<file path="config.mk">
export PLATFORM = sky130hd
export DESIGN_NAME = hazard_scheduler
export DESIGN_NICKNAME = d
export VERILOG_FILES = /design/src/rtl/hazard_scheduler.sv
export SDC_FILE = /design/constraint.sdc
export NUM_CORES = 1
export LEC_CHECK = 0
export BUFFER_PORTS_ARGS = -buffer_cell sky130_fd_sc_hd__buf_2
export CAP_MARGIN = 15
export CORE_MARGIN = 5
export CORE_UTILIZATION = 29
export CTS_CLUSTER_DIAMETER = 200
export CTS_CLUSTER_SIZE = 16
export DETAILED_ROUTE_END_ITERATION = 8
export GPL_TIMING_DRIVEN = 0
export PLACE_DENSITY = 0.48
export SYNTH_ARGS = -nofsm -noshare
export SYNTH_HDL_FRONTEND = slang
export SYNTH_SLANG_ARGS = --single-unit
</file>
<file path="constraint.sdc">
create_clock -name clk -period 2.9 [get_ports clk]
set_input_delay 0.58 -clock clk [delete_from_list [all_inputs] [get_ports clk]]
set_output_delay 0.58 -clock clk [all_outputs]
set_load 0.005 [all_outputs]
</file>
<file path="src/rtl/hazard_scheduler.sv">
// Hazard controller for the 5-stage core.
// It handles three cases:
//   - load-use stalls
//   - taken-branch flushes (the branch is resolved in ID)
//   - multi-cycle MUL/DIV holds
// It also keeps saturating stall and flush counters for performance debug.
module hazard_scheduler #(
   parameter int MD_LAT = 8,
   parameter int CNT_W  = 16
) (
   input  logic             clk,
   input  logic             rst,
   input  logic [4:0]       ID_rs,
   input  logic [4:0]       ID_rt,
   input  logic             ID_UseRt,
   input  logic             EX_MemRead,
   input  logic [4:0]       EX_rt,
   input  logic             ID_BranchTaken,
   input  logic             ID_MulDiv,
   output logic             PC_Hold,
   output logic             IF_IDWrite,
   output logic             IF_Flush,
   output logic             ID_EX_Flush,
   output logic             MD_Start,
   output logic             MD_Busy,
   output logic [CNT_W-1:0] stall_cnt,
   output logic [CNT_W-1:0] flush_cnt
);

   localparam int MW = (MD_LAT > 2) ? $clog2(MD_LAT) : 1;

   typedef enum logic [1:0] {RUN, MD_WAIT, MD_RELEASE} state_t;

   state_t        state, state_nxt;
   logic [MW-1:0] md_cnt, md_cnt_nxt;
   logic          load_use;

   // A load in EX writes a register that the instruction in ID reads.
   // Register 0 is hard-wired, so it never creates a hazard.
   assign load_use = EX_MemRead && (EX_rt != 5'd0) &&
                     ((EX_rt == ID_rs) || (ID_UseRt && (EX_rt == ID_rt)));

   // State register and MUL/DIV hold counter
   always_ff @(posedge clk) begin
      if (rst) begin
         state  <= RUN;
         md_cnt <= '0;
      end else begin
         state  <= state_nxt;
         md_cnt <= md_cnt_nxt;
      end
   end

   // Next state and hazard outputs.
   // Everything is forced to 0 while rst is high, so no MD_Start escapes in a reset cycle.
   always_comb begin
      state_nxt   = state;
      md_cnt_nxt  = md_cnt;
      PC_Hold     = 1'b0;
      IF_IDWrite  = 1'b0;
      IF_Flush    = 1'b0;
      ID_EX_Flush = 1'b0;
      MD_Start    = 1'b0;
      MD_Busy     = 1'b0;
      if (!rst) begin
         case (state)
            RUN: begin
               if (load_use) begin
                  PC_Hold     = 1'b1;
                  IF_IDWrite  = 1'b1;
                  ID_EX_Flush = 1'b1;
               end else if (ID_BranchTaken) begin
                  IF_Flush = 1'b1;
               end else if (ID_MulDiv) begin
                  // The start cycle counts as the first hold cycle.
                  // MD_WAIT then covers the remaining MD_LAT-1 cycles.
                  MD_Start    = 1'b1;
                  MD_Busy     = 1'b1;
                  PC_Hold     = 1'b1;
                  IF_IDWrite  = 1'b1;
                  ID_EX_Flush = 1'b1;
                  state_nxt   = MD_WAIT;
                  md_cnt_nxt  = MW'(MD_LAT - 2);
               end
            end
            MD_WAIT: begin
               PC_Hold     = 1'b1;
               IF_IDWrite  = 1'b1;
               ID_EX_Flush = 1'b1;
               MD_Busy     = 1'b1;
               if (md_cnt == '0) state_nxt = MD_RELEASE;
               else              md_cnt_nxt = md_cnt - 1'b1;
            end
            MD_RELEASE: begin
               // The MUL/DIV instruction advances this cycle.
               // Its ID_MulDiv is ignored here so that it does not restart.
               if (load_use) begin
                  PC_Hold     = 1'b1;
                  IF_IDWrite  = 1'b1;
                  ID_EX_Flush = 1'b1;
               end else begin
                  state_nxt = RUN;
               end
            end
            default: state_nxt = RUN;
         endcase
      end
   end

   // Saturating performance counters
   always_ff @(posedge clk) begin
      if (rst) begin
         stall_cnt <= '0;
         flush_cnt <= '0;
      end else begin
         if (PC_Hold && (stall_cnt != '1))  stall_cnt <= stall_cnt + 1'b1;
         if (IF_Flush && (flush_cnt != '1)) flush_cnt <= flush_cnt + 1'b1;
      end
   end

endmodule

</file>
# After elaboration in Yosys (flattened, before gate mapping)
# Index checks and enable logic that the tools add are counted.
dict set report op_classes {
  addsub 3
  eq_ne 12
  mux 26
  reduce_logical 12
}
# operator n
set op_table {}
lappend op_table {{$add A16 B1 Y16 const B} 2}
lappend op_table {{$ne A16 B16 Y1 const B} 2}
lappend op_table {{$mux W1} 13}
lappend op_table {{$mux W3} 4}
lappend op_table {{$ne A2 B2 Y1 const B} 6}
lappend op_table {{$eq A5 B5 Y1} 2}
lappend op_table {{$mux W2} 5}
lappend op_table {{$reduce_and A5 Y1} 2}
lappend op_table {{$pmux W2 S3} 1}
lappend op_table {{$pmux W3 S2} 1}
lappend op_table {{$logic_and A1 B1 Y1} 5}
lappend op_table {{$reduce_bool A5 Y1} 1}
lappend op_table {{$logic_not A3 Y1} 1}
lappend op_table {{$pmux W1 S3} 1}
lappend op_table {{$sub A3 B1 Y3 const B} 1}
lappend op_table {{$eq A2 B1 Y1 const B} 1}
lappend op_table {{$eq A2 B2 Y1 const B} 1}
lappend op_table {{$logic_not A2 Y1} 1}
lappend op_table {{$pmux W1 S2} 1}
lappend op_table {{$reduce_bool A2 Y1} 1}
lappend op_table {{$logic_or A1 B1 Y1} 1}
dict set report totals {
  inputBits 21
  word_cells 57
  regBits 37
}

# Depth between registers and ports, before layout
# Gate-level depths: netlist (run 1).
dict set report logic_depth {
  depth_word 8
  ltp_mapped 9
}

# Least setup slack after synthesis (run 1)
# Ideal clock, no wire load.
dict set report synth_path {
  kind {input -> output}
  startpoint {in EX_rt[1]}
  endpoint {out IF_IDWrite}
  t_arrival_ps 2021
  required_ps 2320
  cell_stages 8
  path_slack_ps 299
  path_cell_list {or4_1 > o21ai_1 > or3_1 > o21a_1 > buf_2 > buf_2 > inv_1 > buf_4}
}
dict set report synth_between {
  elab_chain_cells 7
  word_cells_on_any_way 11
}
# element line_no
set synth_rtl {}
lappend synth_rtl {{from (decl)} 17} ;# input logic [4:0] EX_rt,
lappend synth_rtl {{$eq A5 B5 Y1} 41} ;# ((EX_rt == ID_rs) || (ID_UseRt && (EX_rt == ID_rt)));
lappend synth_rtl {{$logic_and A1 B1 Y1} 41}
lappend synth_rtl {{$logic_or A1 B1 Y1} 41}
lappend synth_rtl {{$logic_and A1 B1 Y1 *} 40} ;# assign load_use = EX_MemRead && (EX_rt != 5'd0) &&
lappend synth_rtl {{$mux W1, on equally long branches} n/a}
lappend synth_rtl {{$pmux W1 S3 *} n/a}
lappend synth_rtl {{$mux W1 *} n/a}
lappend synth_rtl {{to (decl)} 21} ;# output logic IF_IDWrite,
# Every way passes the cells marked *; elsewhere a longest branch is shown, timed or not.

# Worst setup path in the final report (run 1)
dict set report layout_path {
  startpoint {in EX_rt[1]}
  endpoint {out IF_IDWrite}
}
dict set report layout_between {
  elab_chain_cells 7
  word_cells_on_any_way 11
}
# element line_no
set layout_rtl {}
lappend layout_rtl {{$eq A5 B5 Y1} 41}
lappend layout_rtl {{$logic_and A1 B1 Y1} 41}
lappend layout_rtl {{$logic_or A1 B1 Y1} 41}
lappend layout_rtl {{$logic_and A1 B1 Y1 *} 40}
lappend layout_rtl {{$mux W1, on equally long branches} {97, 68}}
lappend layout_rtl {{$pmux W1 S3 *} 66} ;# case (state)
lappend layout_rtl {{$mux W1 *} 65} ;# if (!rst) begin
# Marks and branches as above.

==> impl_metrics.ini, run 1 <==
[finish]
syn2layout_area_growth_pct = 27.0
final_common_cell = buf_2
n_antenna_cell = 0
layout_common_cells = 60 x buf_2, 37 x dfxtp_1, 19 x nor2_1
fin_nets = 341
drive_gt1_frac = 0.246

[setup_path]
criticalPathCategory = in -> out
worst_setup_path_end_kind = output port
crit_arrival_ps = 2170
start_kind = input port
cp.required_ps = 2320
cp_max_fo = 7

[route]
wl_met1_microns = 2710
met2_length_microns = 2440
firstDrtPassIters = 4
drt_iter0_markers = 92
wl_microns = 5510
via_per_inst = 4.94
drtAntennaViolNets = 0
dr_total_vias = 2041
wire_per_inst_microns = 13.3
wl_met3_microns = 263
drc = 0
highest_layer = met4

[synth]
async_flop_share = 0
synth_flop_cell = dfxtp_1
ys_warn_count = 0
seq_area_frac_synth = 0.364
syn_nets = 275
synth-edff-count = 0
ys_ff_latch = 37
yosysTopAreaCell = dfxtp_1
syn_inst = 250
synth.distinct_cells = 40
yosysTopAreaCellShare = 0.364
syn_avg_cell_area_sq_um = 8.13
synth_area_sq_um = 2030
synthTopCellsByArea = dfxtp_1 36%, xor2_1 5.2%, a21oi_1 4.2%

[sta]
rsz0062_at_grt = false
fin_worst_skew_ps = 6.64
finalSetupViolCount = 0
hold_slack_ps = 448
layout_min_cycle_time_ps = 2750
finalCritPeriodShare = 0.949
finalWorstSetupSlack_ps = 148
fmax_mhz = 363
relSlewSlack = 0.659
tightest_slew_ps = 512
drv_slew = 0
hold_violations = 0

[floorplanning]
die_w_microns = 93.7
io_pins = 59
design.die.area_sq_um = 8790
die_h_microns = 93.7
coreArea_sq_um = 6790
initial_core_util = 0.299
placementRows = 30

[clocking]
cts_buffers = 5
clkTransAtPathRegs_ps = 80
cts_root_buffer = clkbuf_8
htree_levels = 2
cts_tree = yes
cts_hold_buf = 0
clk_path_buf_depth = 2
clkLatencyLatePin_ps = 290
cts_sinks = 37

[pwr]
total_power_mw = 1.13
p_leak_nw = 1.04
power_density_nw_per_um2 = 436
ir_drop_v = 0.000191

[min_path]
hp-class = reg -> reg

[global_routing]
antenna_found_initial = 0
grt_overflow = 0
grt_max_degree = 20
grt_pass1_vias = 1859
grtUsageTotal = 0.127
grt_pass1_wl_microns = 9030

[job]
drv_cap = 0

[place]
io_buffers = 57
place_congestion = 0.756
pre_cts_slack_ps = -311
dp_hpwl_microns = 4120

[run_status]
outcome = finished, final reports clean
area by class of cell:
| type | instances | area (sq um) |
|---|---|---|
| fillers | 726 | 4210 |
| clock buffers | 7 | 86.3 |
| well taps | 96 | 120 |
| inverters | 14 | 52.6 |
| multi-input cells | 182 | 1160 |
| repair buffers | 60 | 308 |
| plain buffers | 16 | 82.6 |
| flip-flops and latches | 37 | 741 |
| clock inverters | 1 | 30.0 |
where the power goes:
group / total [mW] / leakage (nW) / switching (mW) / internal (mW)
logic: 0.132 / 0.678 / 0.0748 / 0.0572
clock network: 0.471 / 0.0585 / 0.190 / 0.281
registers: 0.525 / 0.299 / 0.00727 / 0.517
worst paths after layout:
check | cells past startpoint | slack (ps) | to | startpoint
min | 1 | 450 | md_cnt[0] | md_cnt[0]
max | 9 | 150 | IF_IDWrite | EX_rt[1]
max reg2reg | 7 | 650 | stall_cnt[4] | stall_cnt[0]
min reg2reg | 1 | 450 | md_cnt[0] | md_cnt[0]
cells in the mapped netlist (all sizes together), types with 6 or more instances:
cell type	n
or3	10
a21oi	17
o21ai	15
o31ai	10
buf	8
nand3	17
xor2	12
dfxtp	37
or4	9
nand2	14
clkbuf	9
inv	14
nor2	19
o41ai	6
per-stage QoR:
step | utilization | instance area [sq um] | setup TNS [ps] | instances
CTS | 0.377 | 2560 | 0 | 410
finish | 0.380 | 2580 | 0 | 413
detailed placement | 0.359 | 2440 | -816 | 403
floorplan | - | 2030 | 0 | 250
global placement | 0.359 | 2440 | -771 | 403
global route | 0.380 | 2580 | 0 | 413
what timing repair did:
item | CTS | global route
endpoints found under the setup margin | 3 | 2
resized for setup | 3 | 0
buffers inserted | 0 | 3
routing by layer:
metal | up-vias | GRT usage
met5 | - | 0
met4 | 0 | 0.0578
met3 | 7 | 0.0240
met2 | 44 | 0.195
met1 | 934 | 0.170
li1 | 1056 | -
sequential cells by signal, indices dropped and copies added, names as in the netlist:
name       flops
flush_cnt     16
md_cnt         3
stall_cnt     16
state          2
cell families after synthesis:
group	Yosys count	share of synthesized area
AO/OA/AOI/OAI	69	0.228
flip-flops	37	0.364
buffers and inverters	31	0.0658
AND/OR/NAND/NOR	91	0.237
adder cells (fa/ha/maj)	4	0.0246
multiplexers	3	0.0154
XOR/XNOR	15	0.0646
critical path, cell delays in order:
cell     delay, ps
buf_2          120
or4_1          540
o21ai_2        180
or3_1          130
o21a_1         170
buf_6          140
inv_1           70
buf_4          130
buf_2          120
Note: power is estimated with default switching activity, not from simulation.
==> inputs of run 2 (changes only) <==
--- a/config.mk
+++ b/config.mk
@@ -7,13 +7,15 @@
 export LEC_CHECK = 0
 export BUFFER_PORTS_ARGS = -buffer_cell sky130_fd_sc_hd__buf_2
 export CAP_MARGIN = 15
+export CELL_PAD_IN_SITES_DETAIL_PLACEMENT = 2
+export CELL_PAD_IN_SITES_GLOBAL_PLACEMENT = 2
 export CORE_MARGIN = 5
 export CORE_UTILIZATION = 29
 export CTS_CLUSTER_DIAMETER = 200
 export CTS_CLUSTER_SIZE = 16
 export DETAILED_ROUTE_END_ITERATION = 8
 export GPL_TIMING_DRIVEN = 0
-export PLACE_DENSITY = 0.48
+export PLACE_DENSITY = 0.77
 export SYNTH_ARGS = -nofsm -noshare
 export SYNTH_HDL_FRONTEND = slang
 export SYNTH_SLANG_ARGS = --single-unit
==> constraint.sdc (replaced) <==
create_clock -name clk -period 2.8 [get_ports clk]
set_input_delay 0.56 -clock clk [delete_from_list [all_inputs] [get_ports clk]]
set_output_delay 0.56 -clock clk [all_outputs]
set_load 0.005 [all_outputs]
==> impl_metrics.ini, run 2 (synthesized netlist as in run 1, its figures left out) <==
[setup_path]
cp.required_ps = 2240
slowest_stage = nor4_1
crit_chain = buf_2 > xor2_1 > nor4_1 > a32oi_1 > o21a_2 > buf_6 > inv_1 > buf_4 > buf_2
start_kind = input port
ff2ff_setup_slack_ps = 490
criticalPathCategory = in -> out
r2r-start = state[0]
crit_buf_inv = 5
r2r_end = stall_cnt[4]
ff2ff_path_depth = 8
cp_top_family = buffers and inverters
crit_arrival_ps = 2120
cp_max_fo = 4
worst_setup_path_end_kind = output port
cpMostUsedCell = buf_2
max_stage_delay_ps = 350

[clocking]
clkTransAtPathRegs_ps = 80
cts_root_buffer = clkbuf_8
clkLatencyLatePin_ps = 290
cts_sinks = 37
htree_levels = 2
cts_buffers = 5
cts_tree = yes
clk_path_buf_depth = 2

[run_status]
outcome = finished, final reports clean

[sta]
finalSetupViolCount = 0
rsz0062_at_grt = false
hold_violations = 0
fmax_mhz = 373
tightest_slew_ps = 543
drv_slew = 0
finalCritPeriodShare = 0.956
fin_worst_skew_ps = 8.93
layout_min_cycle_time_ps = 2680
relSlewSlack = 0.638

[global_routing]
grt_overflow = 0
grt_pass1_vias = 2293
grt_max_degree = 19
grtUsageTotal = 0.153
antenna_found_initial = 0
grt_pass1_wl_microns = 10900

[route]
drtAntennaViolNets = 0
via_per_inst = 5.19
dr_total_vias = 2134
drc = 0
firstDrtPassIters = 4
wire_per_inst_microns = 15.9
drt_iter0_markers = 95
wl_microns = 6530

[finish]
drive_gt1_frac = 0.248
n_antenna_cell = 0
multi_input_area_sq_um = 1170
fillers = 808
final_common_cell = buf_2
instances_no_fill = 411
top_regs = flush_cnt x16, stall_cnt x16, md_cnt x3
layout_common_cells = 60 x buf_2, 37 x dfxtp_1, 19 x nor2_1
fin_nets = 339
area.sequential_sq_um = 741
final_util = 0.374
syn2layout_area_growth_pct = 24.9

[min_path]
whs_path_depth = 1
min_to = md_cnt[0]
hp-start = md_cnt[0]
hp-class = reg -> reg

[floorplanning]
design.die.area_sq_um = 8790
io_pins = 59
coreArea_sq_um = 6790
die_h_microns = 93.7
initial_core_util = 0.299
placementRows = 30
die_w_microns = 93.7

[place]
place_congestion = 0.731
io_buffers = 57
dp.cells = 403
dp_hpwl_microns = 4960

[pwr]
total_power_mw = 1.07
power_density_nw_per_um2 = 420
ir_drop_v = 0.000155
p_leak_nw = 1.01

[job]
drv_cap = 0
==> run 2: changes by cell type in the layout (fill, tap and decap cells not counted), sizes merged <==
cell,delta
buf,-2
clkinv,+2
clkbuf,-1
bufinv,-1
==> run 2: worst max path at each step <==
stage / start / end / slack [ps] / cells past startpoint
after floorplan: EX_rt[1] / IF_IDWrite / 240 / 8
after global placement: EX_rt[1] / PC_Hold / -380 / 10
after detailed placement: EX_rt[1] / PC_Hold / -410 / 10
after CTS: EX_rt[1] / PC_Hold / 60 / 9
after global routing: EX_rt[4] / PC_Hold / 20 / 9
final: EX_rt[4] / PC_Hold / 120 / 9
==> run 2: metrics by stage <==
step           instance area (sq um)  setup WS [ps]  setup TNS, ps  hold WS, ps
2_1_floorplan                   2030            239              0          422
3_3_place_gp                    2440           -382          -1030          437
3_5_place_dp                    2440           -407          -1160          445
4_1_cts                         2530           58.9              0          458
5_1_grt                         2540           22.9              0          498
6_report                        2540            123              0          465
==> run 2: power breakdown <==
part | total, mW | switching [mW] | internal (mW)
sequential | 0.544 | 0.00781 | 0.536
combinational | 0.140 | 0.0832 | 0.0573
clock | 0.381 | 0.208 | 0.173
total | 1.07 | 0.299 | 0.766
==> run 2: cell type report <==
cell class | instances | share of cell area
multi-input combinational | 182 | 0.460
sequential | 37 | 0.292
timing repair buffer | 58 | 0.115
tap | 96 | 0.0473
buffer | 16 | 0.0325
clock buffer | 6 | 0.0286
inverter | 14 | 0.0207
clock inverter | 2 | 0.00394
==> run 2: layer usage <==
| layer | routed length (microns) | share of wire | global-route usage | vias up |
|---|---|---|---|---|
| li1 | - | - | - | 1062 |
| met1 | 3030 | 0.46 | 0.190 | 1025 |
| met2 | 3180 | 0.49 | 0.266 | 38 |
| met3 | 257 | 0.039 | 0.0337 | 9 |
| met4 | 61 | 0.0093 | 0.0385 | 0 |
| met5 | 0 | 0 | 0 | - |
==> run 2: what timing repair did <==
action	4_1_cts	5_1_grt
buffers inserted	1	0
resized for setup	4	2
endpoints found under the setup margin	4	3
hold buffers	0	0
